### config.mk
export PLATFORM = sky130hd
export DESIGN_NAME = key_chain_detector_flat
export DESIGN_NICKNAME = d
export VERILOG_FILES = /design/src/rtl/key_chain_detector_if.sv /design/src/rtl/key_chain_detector.sv /design/src/flat_wrapper.sv
export SDC_FILE = /design/constraint.sdc
export NUM_CORES = 1
export LEC_CHECK = 0
export CAP_MARGIN = 20
export CORE_MARGIN = 2
export CORE_UTILIZATION = 30
export DETAILED_ROUTE_END_ITERATION = 10
export PLACE_DENSITY = 0.5
export SLEW_MARGIN = 20
export SYNTH_ARGS = -nofsm -noshare
export SYNTH_HDL_FRONTEND = slang
export SYNTH_SLANG_ARGS = --single-unit
### constraint.sdc
create_clock -name clk -period 2.2 [get_ports clk]
set_input_delay 0.66 -clock clk [delete_from_list [all_inputs] [get_ports clk]]
set_output_delay 0.66 -clock clk [all_outputs]
set_load 0.03 [all_outputs]
### src/rtl/key_chain_detector_if.sv
// Key-chain detector bus: raw active-low push-buttons in, debounced levels,
// sequence progress and result pulses out.
//   key1..key4 : raw buttons, 0 = pressed, asynchronous to clk
//   key_state  : debounced key levels, 1 = pressed (bit0 = key1)
//   step       : keys correctly pressed so far in the current sequence
//   fwd_ok     : one-cycle pulse, order key1..key4 completed
//   rev_ok     : one-cycle pulse, order key4..key1 completed
//   seq_err    : one-cycle pulse, sequence aborted
interface key_chain_detector_if;
  logic       key1;
  logic       key2;
  logic       key3;
  logic       key4;
  logic [3:0] key_state;
  logic [2:0] step;
  logic       fwd_ok;
  logic       rev_ok;
  logic       seq_err;

  // Button side / environment
  modport master (
    output key1, key2, key3, key4,
    input  key_state, step, fwd_ok, rev_ok, seq_err
  );

  // Detector side
  modport slave (
    input  key1, key2, key3, key4,
    output key_state, step, fwd_ok, rev_ok, seq_err
  );
endinterface

### src/rtl/key_chain_detector.sv
// Key-chain detector: synchronizes and debounces four push-buttons, then
// recognises the press order key1->key4 (fwd_ok) or key4->key1 (rev_ok).
// Wrong keys, simultaneous presses or too long a pause abort the sequence
// with seq_err.
//   clk   : system clock, rising edge
//   rst_n : asynchronous active-low reset
//   kc    : key_chain_detector_if.slave (keys in, state/step/pulses out)
module key_chain_detector #(
  parameter int unsigned CPU_CLK         = 25_000_000,
  parameter int unsigned DEBOUNCE_CYCLES = CPU_CLK / 100,
  parameter int unsigned STEP_TIMEOUT    = CPU_CLK
) (
  input  logic                  clk,
  input  logic                  rst_n,
  key_chain_detector_if.slave   kc
);

  localparam int unsigned NKEYS  = 4;
  localparam int unsigned DB_MAX = (DEBOUNCE_CYCLES > 0) ? DEBOUNCE_CYCLES - 1 : 0;
  localparam int unsigned DB_W   = (DEBOUNCE_CYCLES > 1) ? $clog2(DEBOUNCE_CYCLES) : 1;
  localparam int unsigned TO_MAX = (STEP_TIMEOUT > 0) ? STEP_TIMEOUT - 1 : 0;
  localparam int unsigned TO_W   = (STEP_TIMEOUT > 1) ? $clog2(STEP_TIMEOUT) : 1;

  typedef enum logic [1:0] {
    IDLE = 2'd0,
    FWD  = 2'd1,
    REV  = 2'd2
  } state_e;

  logic [NKEYS-1:0] key_raw;
  logic [NKEYS-1:0] key_meta_q;
  logic [NKEYS-1:0] key_sync_q;
  logic [NKEYS-1:0] key_state_q, key_state_d;
  logic [NKEYS-1:0] key_prev_q;
  logic [DB_W-1:0]  db_cnt_q [NKEYS];
  logic [DB_W-1:0]  db_cnt_d [NKEYS];
  logic [NKEYS-1:0] press_c;
  logic             multi_c;

  state_e           state_q, state_d;
  logic [2:0]       step_q, step_d;
  logic [TO_W-1:0]  tmo_q, tmo_d;
  logic             fwd_q, fwd_d;
  logic             rev_q, rev_d;
  logic             err_q, err_d;
  logic [NKEYS-1:0] exp_key;
  logic             accept;
  logic             abort;

  assign key_raw = {kc.key4, kc.key3, kc.key2, kc.key1};

  // Two-flop synchronizer, idles at released (1)
  always_ff @(posedge clk or negedge rst_n) begin
    if (!rst_n) begin
      key_meta_q <= '1;
      key_sync_q <= '1;
    end else begin
      key_meta_q <= key_raw;
      key_sync_q <= key_meta_q;
    end
  end

  // Debounce: count while the pressed level disagrees with key_state;
  // the count never passes DB_MAX because hitting it clears it.
  always_comb begin
    key_state_d = key_state_q;
    for (int i = 0; i < NKEYS; i++) begin
      db_cnt_d[i] = db_cnt_q[i];
      if (~key_sync_q[i] == key_state_q[i]) begin
        db_cnt_d[i] = '0;
      end else if (db_cnt_q[i] == DB_W'(DB_MAX)) begin
        key_state_d[i] = ~key_sync_q[i];
        db_cnt_d[i]    = '0;
      end else begin
        db_cnt_d[i] = db_cnt_q[i] + DB_W'(1);
      end
    end
  end

  always_ff @(posedge clk or negedge rst_n) begin
    if (!rst_n) begin
      key_state_q <= '0;
      key_prev_q  <= '0;
      for (int i = 0; i < NKEYS; i++) db_cnt_q[i] <= '0;
    end else begin
      key_state_q <= key_state_d;
      key_prev_q  <= key_state_q;
      for (int i = 0; i < NKEYS; i++) db_cnt_q[i] <= db_cnt_d[i];
    end
  end

  // Press events: rising edges of the debounced level only
  assign press_c = key_state_q & ~key_prev_q;
  assign multi_c = (press_c & (press_c - NKEYS'(1))) != '0;

  // Sequence FSM state register
  always_ff @(posedge clk or negedge rst_n) begin
    if (!rst_n) begin
      state_q <= IDLE;
      step_q  <= '0;
      tmo_q   <= '0;
      fwd_q   <= 1'b0;
      rev_q   <= 1'b0;
      err_q   <= 1'b0;
    end else begin
      state_q <= state_d;
      step_q  <= step_d;
      tmo_q   <= tmo_d;
      fwd_q   <= fwd_d;
      rev_q   <= rev_d;
      err_q   <= err_d;
    end
  end

  // Sequence FSM next state; a press in the timeout cycle takes priority
  always_comb begin
    state_d = state_q;
    step_d  = step_q;
    tmo_d   = tmo_q;
    fwd_d   = 1'b0;
    rev_d   = 1'b0;
    err_d   = 1'b0;
    accept  = 1'b0;
    abort   = 1'b0;

    case (state_q)
      FWD:     exp_key = NKEYS'(4'b0001 << step_q);
      REV:     exp_key = NKEYS'(4'b1000 >> step_q);
      default: exp_key = '0;
    endcase

    if (press_c != '0) begin
      if (multi_c) begin
        abort = 1'b1;
      end else begin
        case (state_q)
          IDLE: begin
            if (press_c == 4'b0001) begin
              state_d = FWD;
              step_d  = 3'd1;
              accept  = 1'b1;
            end else if (press_c == 4'b1000) begin
              state_d = REV;
              step_d  = 3'd1;
              accept  = 1'b1;
            end else begin
              abort = 1'b1;
            end
          end
          default: begin
            if (press_c == exp_key) begin
              accept = 1'b1;
              if (step_q == 3'd3) begin
                fwd_d   = (state_q == FWD);
                rev_d   = (state_q == REV);
                step_d  = 3'd0;
                state_d = IDLE;
              end else begin
                step_d = step_q + 3'd1;
              end
            end else begin
              abort = 1'b1;
            end
          end
        endcase
      end
    end else if ((state_q != IDLE) && (tmo_q == TO_W'(TO_MAX))) begin
      abort = 1'b1;
    end

    if (abort) begin
      err_d   = 1'b1;
      step_d  = 3'd0;
      state_d = IDLE;
    end

    // Inter-press timer: idle at 0, restarted by each accepted press, saturating
    if ((state_d == IDLE) || accept) begin
      tmo_d = '0;
    end else if (tmo_q != TO_W'(TO_MAX)) begin
      tmo_d = tmo_q + TO_W'(1);
    end
  end

  assign kc.key_state = key_state_q;
  assign kc.step      = step_q;
  assign kc.fwd_ok    = fwd_q;
  assign kc.rev_ok    = rev_q;
  assign kc.seq_err   = err_q;

endmodule

### src/flat_wrapper.sv
// flat-port wrapper written by rule: the top's interface ports become plain ports
module key_chain_detector_flat 
#(
  parameter int unsigned CPU_CLK         = 25_000_000,
  parameter int unsigned DEBOUNCE_CYCLES = CPU_CLK / 100,
  parameter int unsigned STEP_TIMEOUT    = CPU_CLK
)
  (clk, rst_n, kc_key1, kc_key2, kc_key3, kc_key4, kc_key_state, kc_step, kc_fwd_ok, kc_rev_ok, kc_seq_err);
  key_chain_detector_if kc_i ();
  input  logic clk;
  input  logic rst_n;
  input wire logic [$bits(kc_i.key1)-1:0] kc_key1;
  input wire logic [$bits(kc_i.key2)-1:0] kc_key2;
  input wire logic [$bits(kc_i.key3)-1:0] kc_key3;
  input wire logic [$bits(kc_i.key4)-1:0] kc_key4;
  output wire logic [$bits(kc_i.key_state)-1:0] kc_key_state;
  output wire logic [$bits(kc_i.step)-1:0] kc_step;
  output wire logic [$bits(kc_i.fwd_ok)-1:0] kc_fwd_ok;
  output wire logic [$bits(kc_i.rev_ok)-1:0] kc_rev_ok;
  output wire logic [$bits(kc_i.seq_err)-1:0] kc_seq_err;
  assign kc_i.key1 = kc_key1;
  assign kc_i.key2 = kc_key2;
  assign kc_i.key3 = kc_key3;
  assign kc_i.key4 = kc_key4;
  assign kc_key_state = kc_i.key_state;
  assign kc_step = kc_i.step;
  assign kc_fwd_ok = kc_i.fwd_ok;
  assign kc_rev_ok = kc_i.rev_ok;
  assign kc_seq_err = kc_i.seq_err;
  key_chain_detector #(.CPU_CLK(CPU_CLK), .DEBOUNCE_CYCLES(DEBOUNCE_CYCLES), .STEP_TIMEOUT(STEP_TIMEOUT)) u_core (.clk(clk), .rst_n(rst_n), .kc(kc_i));
endmodule
[Word-level counts from Yosys, hierarchy flattened]
Cells that the tools add are included.
Storage, ports and cells
  flip-flop bits (word level): 121
  output and inout port bits: 10
  logic and storage cells: 121
Cells by class
  muxes and demuxes: 51
  equality and inequality tests: 18
  add/subtract/negate cells: 7
  bitwise operators: 11
  shift-type cells: 2
  reduce and logical (&&, ||, !) cells: 15
Operators with widths (count)
  $mux 18: 8
  $add 18x1->18 const B: 4
  $eq 18x18->1 const B: 4
  $mux 25: 2
  $add 25x1->25 const B: 1
  $eq 25x25->1 const B: 1
  $ne 25x25->1 const B: 1
  $mux 1: 24
  $mux 3: 8
  $mux 2: 8
  $and 4x4->4: 2
  $not 1->1: 8
  $pmux 4 s2: 1
  $reduce_and 2->1: 4
  $reduce_bool 4->1: 2
  $reduce_bool 2->1: 3
  $eq 1x1->1: 4
  $eq 4x1->1 const B: 1
  $eq 4x4->1: 1
  $eq 4x4->1 const B: 1
  $logic_not 2->1: 2
  $ne 4x1->1 const B: 1
  $not 4->4: 1
  $reduce_and 4->1: 1
  11 further kinds: 11

[Longest topological paths before layout]
  depth after elaboration: 12
  mapped depth: 9

[Worst setup path before layout]
Ideal clock, no wire load.
  path type: register to register
  start point: register u_core.step_q[0], in the netlist u_core.kc.step[0]
  end point: register u_core.fwd_q, in the netlist u_core.kc.fwd_ok
  cell stages (with the launch flop): 9
  path buffers: 0
  slack: -0.116 ns
  required time: 2.133 ns
  arrival: 2.249 ns
  library setup time: 0.067 ns
  cells stage by stage: dfrtp_1 -> inv_1 -> ha_1 -> nor4bb_1 -> a31oi_1 -> a2111oi_0 -> o32a_1 -> nor3b_1 -> and3_1
On the way
  word-level cells in the longest chain between the ends: 7
  elaborated cells between the ends (all ways): 10
  those cells by class: eq/ne (2); shift (2); mux (6)
Ends and longest elaborated chain
  start, declared: RTL line key_chain_detector.sv:41  | logic [2:0] step_q, step_d;
  start signal, assigned: RTL line key_chain_detector.sv:107  | step_q <= step_d;
  $shr 4x3->4 or $shl 1x3->4 (tied branches): RTL line key_chain_detector.sv:128, key_chain_detector.sv:127
  $pmux 4 s2: RTL line key_chain_detector.sv:126  | case (state_q)
  $eq 4x4->1: RTL line key_chain_detector.sv:151  | if (press_c == exp_key) begin
  $mux 1 *: RTL line key_chain_detector.sv:151
  $mux 1 *: RTL line key_chain_detector.sv:136  | case (state_q)
  $mux 1 *: RTL line key_chain_detector.sv:133  | if (multi_c) begin
  $mux 1 *: RTL line key_chain_detector.sv:132  | if (press_c != '0) begin
  via u_core.fwd_d: RTL line key_chain_detector.sv:43  | logic fwd_q, fwd_d;
  end signal, assigned: RTL line key_chain_detector.sv:109  | fwd_q <= fwd_d;
  end, declared: RTL line key_chain_detector.sv:43
Mark *: on every way through the listed nets, which the timed path passes. The rest lies on a longest branch.
A chain may end at the register's enable or synchronous reset.

[Worst setup path after layout]
  start point: register u_core.state_q[0]
  end point: register u_core.fwd_q, in the netlist u_core.kc.fwd_ok
On the way
  word-level cells in the longest chain between the ends: 7
  elaborated cells between the ends (all ways): 10
  those cells by class: eq/ne (3); mux (6); reduce/logical (1)
Ends and longest elaborated chain
  start, declared: RTL line key_chain_detector.sv:40  | state_e state_q, state_d;
  start signal, assigned: RTL line key_chain_detector.sv:106  | state_q <= state_d;
  $eq 2x2->1 or $eq 2x1->1 (tied branches): RTL line key_chain_detector.sv:126, key_chain_detector.sv:154
  $pmux 4 s2: RTL line key_chain_detector.sv:126
  $eq 4x4->1: RTL line key_chain_detector.sv:151
  $mux 1: RTL line key_chain_detector.sv:151
  $mux 1 *: RTL line key_chain_detector.sv:136
  $mux 1 *: RTL line key_chain_detector.sv:133
  $mux 1 *: RTL line key_chain_detector.sv:132
  via u_core.fwd_d: RTL line key_chain_detector.sv:43
Marks and branches as above.

==> impl_metrics.env <==
export IMPL_status="completed"
export IMPL_cts_root_buf="clkbuf_16"
export IMPL_endpoint_kind="register"
export IMPL_min_delay_path_class="input pin to async pin"
export IMPL_maxCapViolations=0
export IMPL_p_switching_mw=1.05
export IMPL_drive_gt1_frac=0.171
export IMPL_htreeDepth=4
export IMPL_drc=0
export IMPL_worst_pin_slew_ps=477
export IMPL_swShare=0.199
export IMPL_vias=4428
export IMPL_viasPerCell=4.70
export IMPL_max_freq_ghz=0.467
export IMPL_comb_power_share=0.022
export IMPL_antenna_cells=0
export IMPL_rows=51
export IMPL_vdd_drop_max_mv=0.522
export IMPL_io_pins=16
export IMPL_cts_made_buffers=17
export IMPL_grt_antenna_before_repair=0
export IMPL_slew_viol_final=0
export IMPL_syn_cell_area_sq_mm=0.00601
export IMPL_power_share_clock=0.546
export IMPL_insertion_delay_ps=420
export IMPL_power_frac_seq=0.432
export IMPL_relSlewSlack=0.679
export IMPL_dr_pass1_iters=4
export IMPL_port_buffers=15
export IMPL_finClkSkew_ps=13.2
export IMPL_fp_coreArea_sq_mm=0.0195
export IMPL_yosysSeqAreaShare=0.506
export IMPL_hold_ws_ps=248
export IMPL_start_util=0.308
export IMPL_grt_ovfl_total=0
export IMPL_area_delta_synth_final_pct=25.6
export IMPL_period_share=0.972
export IMPL_synth_distinct_cells=53
export IMPL_avgSynthCellArea_sq_um=9.86
export IMPL_setup_viol=0
export IMPL_leakage_nw=3.19
export IMPL_use_met3=0.0339
export IMPL_p_per_area_mw_per_mm2=699
export IMPL_crit_arrival_ps=2480
export IMPL_final_antenna_net_count=0
export IMPL_yosys_warnings=0
export IMPL_grt_pass1_vias=4462
export IMPL_top_usage_layer="met2"
export IMPL_ys_flop_type="dfrtp_1"
export IMPL_use_met1=0.145
export IMPL_cts_tree="yes"
export IMPL_ys_ff_latch=121
export IMPL_dieArea_sq_mm=0.0212
export IMPL_place_gp_congestion=0.817
export IMPL_die_h_microns=145
export IMPL_clk_pin_slew_worst_paths_ps=60
export IMPL_async_flop_share=1.00
export IMPL_clkSinkCount=121
export IMPL_nNetsFinal=684
export IMPL_routedWlPerCell_microns=12.6
export IMPL_finalHoldViolations=0
export IMPL_path_class="register to register"
export IMPL_die_x_microns=145
export IMPL_wirelength_microns=11900
export IMPL_drtIter0Drc=204
export IMPL_dp_hpwl_microns=8000
export IMPL_cp_required_ps=2540
export IMPL_use_met2=0.187
export IMPL_grt_usage=0.116
export IMPL_synth_edf_count=0
export IMPL_grt_pass1_wl_microns=20400
export IMPL_synth_fp_nets=628
export IMPL_p_int_mw=4.22
export IMPL_cts_path_max_buffers=2
export IMPL_rsz0062_at_grt="true"
export IMPL_synth_cells=609
export IMPL_period_minus_slack_ps=2140
export IMPL_setup_tns_ps=0
export IMPL_cp_max_fo=4
export IMPL_grt_max_degree=68
export IMPL_critPathLaunchType="register"
-- cell usage in the layout (no fill, tap or decap), types with 17 or more instances in the layout --
cell and instances:
nor2_1 131, nand4_1 22, clkbuf_16 17, dfrtp_1 110
and3_1 18, buf_4 33, xor2_1 48, nand2_1 34
nand3_1 38, xnor2_1 47
-- worst max-delay path, cell delays in order (launching register included) --
cell and delay [ps]:
dfrtp_2 430, inv_2 90, ha_4 140, nor4bb_2 280
a31oi_1 90, a2111oi_2 370, o32a_1 260, nor3b_2 220
and3_1 180
-- final timing paths --
kind	startpoint	cells after the start	slack (ps)	to
max in group asynchronous	rst_n	2	1580	u_core.key_meta_q[2]
max reg2reg	u_core.state_q[0]	8	60	u_core.kc.fwd_ok
min reg2reg	u_core.key_meta_q[0]	0	350	u_core.key_sync_q[0]
min in group clk	u_core.key_meta_q[0]	0	350	u_core.key_sync_q[0]
max	u_core.state_q[0]	8	60	u_core.kc.fwd_ok
min	rst_n	2	250	u_core.db_cnt_q[62]
-- power by group through the flow --
stage / logic, mW / clock network (mW) / registers [mW]
2_1_floorplan: 0.0502 / 0 / 2.31
3_3_place_gp: 0.120 / 0 / 2.31
3_5_place_dp: 0.122 / 0 / 2.32
4_1_cts: 0.123 / 2.95 / 2.28
5_1_grt: 0.138 / 3.06 / 2.28
6_report: 0.117 / 2.88 / 2.28
-- what timing repair did --
| action | CTS | global route |
|---|---|---|
| endpoints found under the setup margin | 11 | 38 |
| pin swaps | 2 | 9 |
| buffers inserted | 2 | 1 |
| resized for setup | 14 | 34 |
| hold buffers | 0 | 0 |
-- per-stage QoR --
stage | power [mW] | instances | utilization | worst slack, ps | cell area (sq um)
floorplan | 2.36 | 609 | - | 8.68 | 6010
global placement | 2.43 | 908 | 0.344 | -36.6 | 6710
detailed placement | 2.44 | 908 | 0.344 | -45.7 | 6710
CTS | 5.35 | 942 | 0.378 | 6.16 | 7370
global route | 5.48 | 943 | 0.386 | -24.8 | 7540
finish | 5.27 | 943 | 0.386 | 60.7 | 7540
-- Yosys cell counts, types with 2 or more instances --
cell type | instances | area [sq um]
xor2_1 | 48 | 420
nand3b_1 | 3 | 22.5
a22oi_1 | 2 | 15.0
nand3_1 | 38 | 190
and3_1 | 18 | 113
a31oi_1 | 5 | 31.3
buf_2 | 8 | 40.0
nor4bb_1 | 3 | 30.0
and4_1 | 8 | 70.1
or3_1 | 2 | 12.5
or2_2 | 2 | 12.5
and2_1 | 3 | 18.8
dfrtp_1 | 113 | 2830
nor4_1 | 4 | 25.0
ha_1 | 13 | 163
nand4_1 | 22 | 138
mux2i_1 | 2 | 20.0
nand2b_1 | 8 | 50.1
dfstp_2 | 8 | 210
clkbuf_1 | 6 | 22.5
nor2_2 | 3 | 18.8
buf_6 | 2 | 22.5
or4_1 | 3 | 22.5
a21oi_1 | 11 | 55.1
inv_1 | 15 | 56.3
nand2_1 | 34 | 128
nor2_1 | 131 | 492
nor2b_1 | 9 | 56.3
a2bb2oi_1 | 2 | 17.5
nor4b_1 | 4 | 35.0
nor3_1 | 11 | 55.1
xnor2_1 | 47 | 412
-- layout make-up --
type                       instances  area [sq um]
fill                            1936         12000
sequential                       121          3040
multi-input combinational        455          2990
timing repair buffer              55           508
clock buffer                      25           505
tap                              265           332
clock inverter                     7           113
inverter                          15          56.3
-- logic make-up after synthesis --
kind of cell    after synthesis  share of synthesized area
simple gates                309                      0.253
flops                       121                      0.506
xor+xnor                     95                      0.139
compound gates               35                     0.0438
buf+inv                      33                     0.0269
fa+ha+maj                    14                     0.0288
mux                           2                    0.00333
-- per-layer routing --
metal | share of wire | up-vias | wire length, microns
met5 | 0 | - | 0
met4 | 0.018 | 0 | 214
met3 | 0.025 | 16 | 301
met2 | 0.48 | 56 | 5710
met1 | 0.48 | 2182 | 5660
li1 | - | 2174 | -
-- flip-flops by register name, summed over array words and instances (netlist names) --
register	count
u_core.db_cnt_q	72
u_core.tmo_q	25
u_core.kc.key_state	4
u_core.key_meta_q	4
u_core.key_prev_q	4
u_core.key_sync_q	4
u_core.kc.step	3
u_core.state_q	2
u_core.kc.fwd_ok	1
u_core.kc.rev_ok	1
u_core.kc.seq_err	1
No activity file was read; power rests on OpenSTA's default activity.
==> RTL edit (config.mk and constraints unchanged) <==
Encoding of `state_e`: now one-hot (3 bits for 3 states).
--- a/src/rtl/key_chain_detector.sv
+++ b/src/rtl/key_chain_detector.sv
@@ -21,10 +21,10 @@
   localparam int unsigned TO_MAX = (STEP_TIMEOUT > 0) ? STEP_TIMEOUT - 1 : 0;
   localparam int unsigned TO_W   = (STEP_TIMEOUT > 1) ? $clog2(STEP_TIMEOUT) : 1;
 
-  typedef enum logic [1:0] {
-    IDLE = 2'd0,
-    FWD  = 2'd1,
-    REV  = 2'd2
+  typedef enum logic [2:0] {
+    IDLE = 3'b001,
+    FWD  = 3'b010,
+    REV  = 3'b100
   } state_e;
 
   logic [NKEYS-1:0] key_raw;
Behaviour: same outputs for any inputs over 10 cycles, from zero or initial values and one cycle with rst_n low; not proved beyond that.
==> RTL edit against the unedited design <==
- the flow now finishes with violations (negative setup slack)
- total power fell by 0.11%
- global-route usage rose by 0.85 points
- first-iteration DRC count rose by 13%
- final cell count fell by 1.3%
- area after synthesis fell by 1.6%
- worst setup slack got worse by 0.19 ns
- sequential cell count rose by 1
- cell area fell by 4.1%
- count of clock-buffer cells in the layout fell by 1
- non-clock buffer count fell by 8
- routed wire length fell by 0.69%
==> RTL edit: results (changes against the unedited design) <==
GRT
  • GRT Util Overall: 12.5% (was 11.6%)
  • First-pass GRT wire length: 20.7 mm (was 20.4 mm)
  • Pin count of the biggest net entering global routing: 38 (was 68)
  • Number of global-route vias before repair: 4455 (was 4462)

Setup path
  • Worst-path fanout max: 7 (was 4)
  • Worst reg2reg path depth: 6 (was 8)
  • CP max stage cell: or4_1 (was dfrtp_2)
  • R2r startpoint: u_core.tmo_q[7] (was u_core.state_q[0])

Status
  • Failing checks: negative setup slack
  • Outcome: finished, violations left (was finished clean)

Synthesis
  • Combinational family with the most area after synthesis: simple AND/OR/NAND/NOR gates (unchanged)
  • Xor and xnor area share after synthesis: 13.6% (was 13.9%)
  • Synth cell count leaders: nor2_1, dfrtp_1, xnor2_1 (was nor2_1, dfrtp_1, xor2_1)
  • Top post-synthesis cells by area: dfrtp_1, nor2_1, xnor2_1 (was dfrtp_1, nor2_1, xor2_1)
  • Mux share of post-synthesis cell area: 0.339% (was 0.333%)
  • Synth Area in Adders: 1.91% (was 2.88%)
  • Post-synthesis sequential area ratio: 51.9% (was 50.6%)
  • Syn nets: 616 (was 628)
  • Synth Area in Compound Gates: 3.62% (was 4.37%)

Timing
  • Finish-stage setup viols: 29 (was 0)
  • Hold slack final: 0.233 ns (was 0.248 ns)
  • Fin worst setup slack: -0.133 ns (was 0.0607 ns)

Power
  • Peak ir drop on the vdd network: 500 µV (was 522 µV)
  • Static Leak: 3.14 nW (was 3.19 nW)

Placed design
  • RD Place Congestion: 0.825 (was 0.817)
  • Detailed placement HPWL: 8.02 mm (was 8.00 mm)
  • Dpl ws: -0.116 ns (was -0.0457 ns)

Cells and area
  • Layout cells sized above 1: 13.4% (was 17.1%)

Drt
  • Final wirelength: 11.8 mm (was 11.9 mm)
  • Vias per inst: 4.58 (was 4.70)
  • DR iter-0 viols: 231 (was 204)

Clock tree
  • Worst-path clk slew: around 0.05 ns
-- RTL edit: cells by family after synthesis --
| kind of cell | after synthesis |
|---|---|
| flops | 122 |
| simple gates | 312 |
| buf+inv | 32 |
| xor+xnor | 92 |
| mux | 2 |
| compound gates | 32 |
| fa+ha+maj | 9 |
-- RTL edit: per-stage QoR --
stage,cells,area (µm²)
6_report,931,7240
4_1_cts,931,7210
2_1_floorplan,601,5910
5_1_grt,931,7240
3_3_place_gp,899,6590
3_5_place_dp,899,6590
-- RTL edit: metal layers --
layer | global-route usage (%) | share of wire, % | vias up
li1 | - | - | 2123
met1 | 15.8 | 49 | 2077
met2 | 20.4 | 47 | 52
met3 | 3.34 | 2.6 | 15
met4 | 4.91 | 1.5 | 0
met5 | 0 | 0 | -
-- RTL edit: area by class of cell --
class                      count  area [µm²]
multi-input combinational    447        2750
timing repair buffer          47         417
clock inverter                 8         115
inverter                      18        67.6
fill                        1957       12200
tap                          265         332
sequential                   122        3060
clock buffer                  24         492
-- RTL edit: worst max-delay path by stage --
stage / depth (start not counted) / slack, ns / end / from
floorplan: 7 / -0.13 / u_core.kc.step[0] / u_core.tmo_q[9]
global placement: 6 / -0.11 / u_core.kc.step[0] / u_core.tmo_q[7]
detailed placement: 6 / -0.12 / u_core.kc.step[0] / u_core.tmo_q[7]
CTS: 6 / -0.14 / u_core.kc.step[0] / u_core.tmo_q[7]
global route: 8 / -0.20 / u_core.kc.step[0] / u_core.kc.step[1]
finish: 6 / -0.13 / u_core.kc.step[0] / u_core.tmo_q[7]
-- RTL edit: power by group --
part | switching [mW] | leakage, nW | internal (mW) | total [mW]
registers | 0.0166 | 1.65 | 2.28 | 2.29
logic | 0.0820 | 1.19 | 0.0417 | 0.124
clock network | 0.956 | 0.304 | 1.89 | 2.85
total | 1.05 | 3.14 | 4.21 | 5.27
-- RTL edit: repair_timing --
action                                 in CTS  in global routing
pin swaps                                   0                  4
setup endpoints to repair                  41                 34
endpoints found under the hold margin       0                  0
gates resized for setup                    12                  8
buffers inserted                            0                  0
cloned                                      0                  0
-- RTL edit: critical path, delay by kind of cell (launching register included) --
kind | cells | cell delay (ns)
DFF | 1 | 0.37
AOI/OAI and AO/OA | 2 | 0.31
and+or+nand+nor | 4 | 1.51
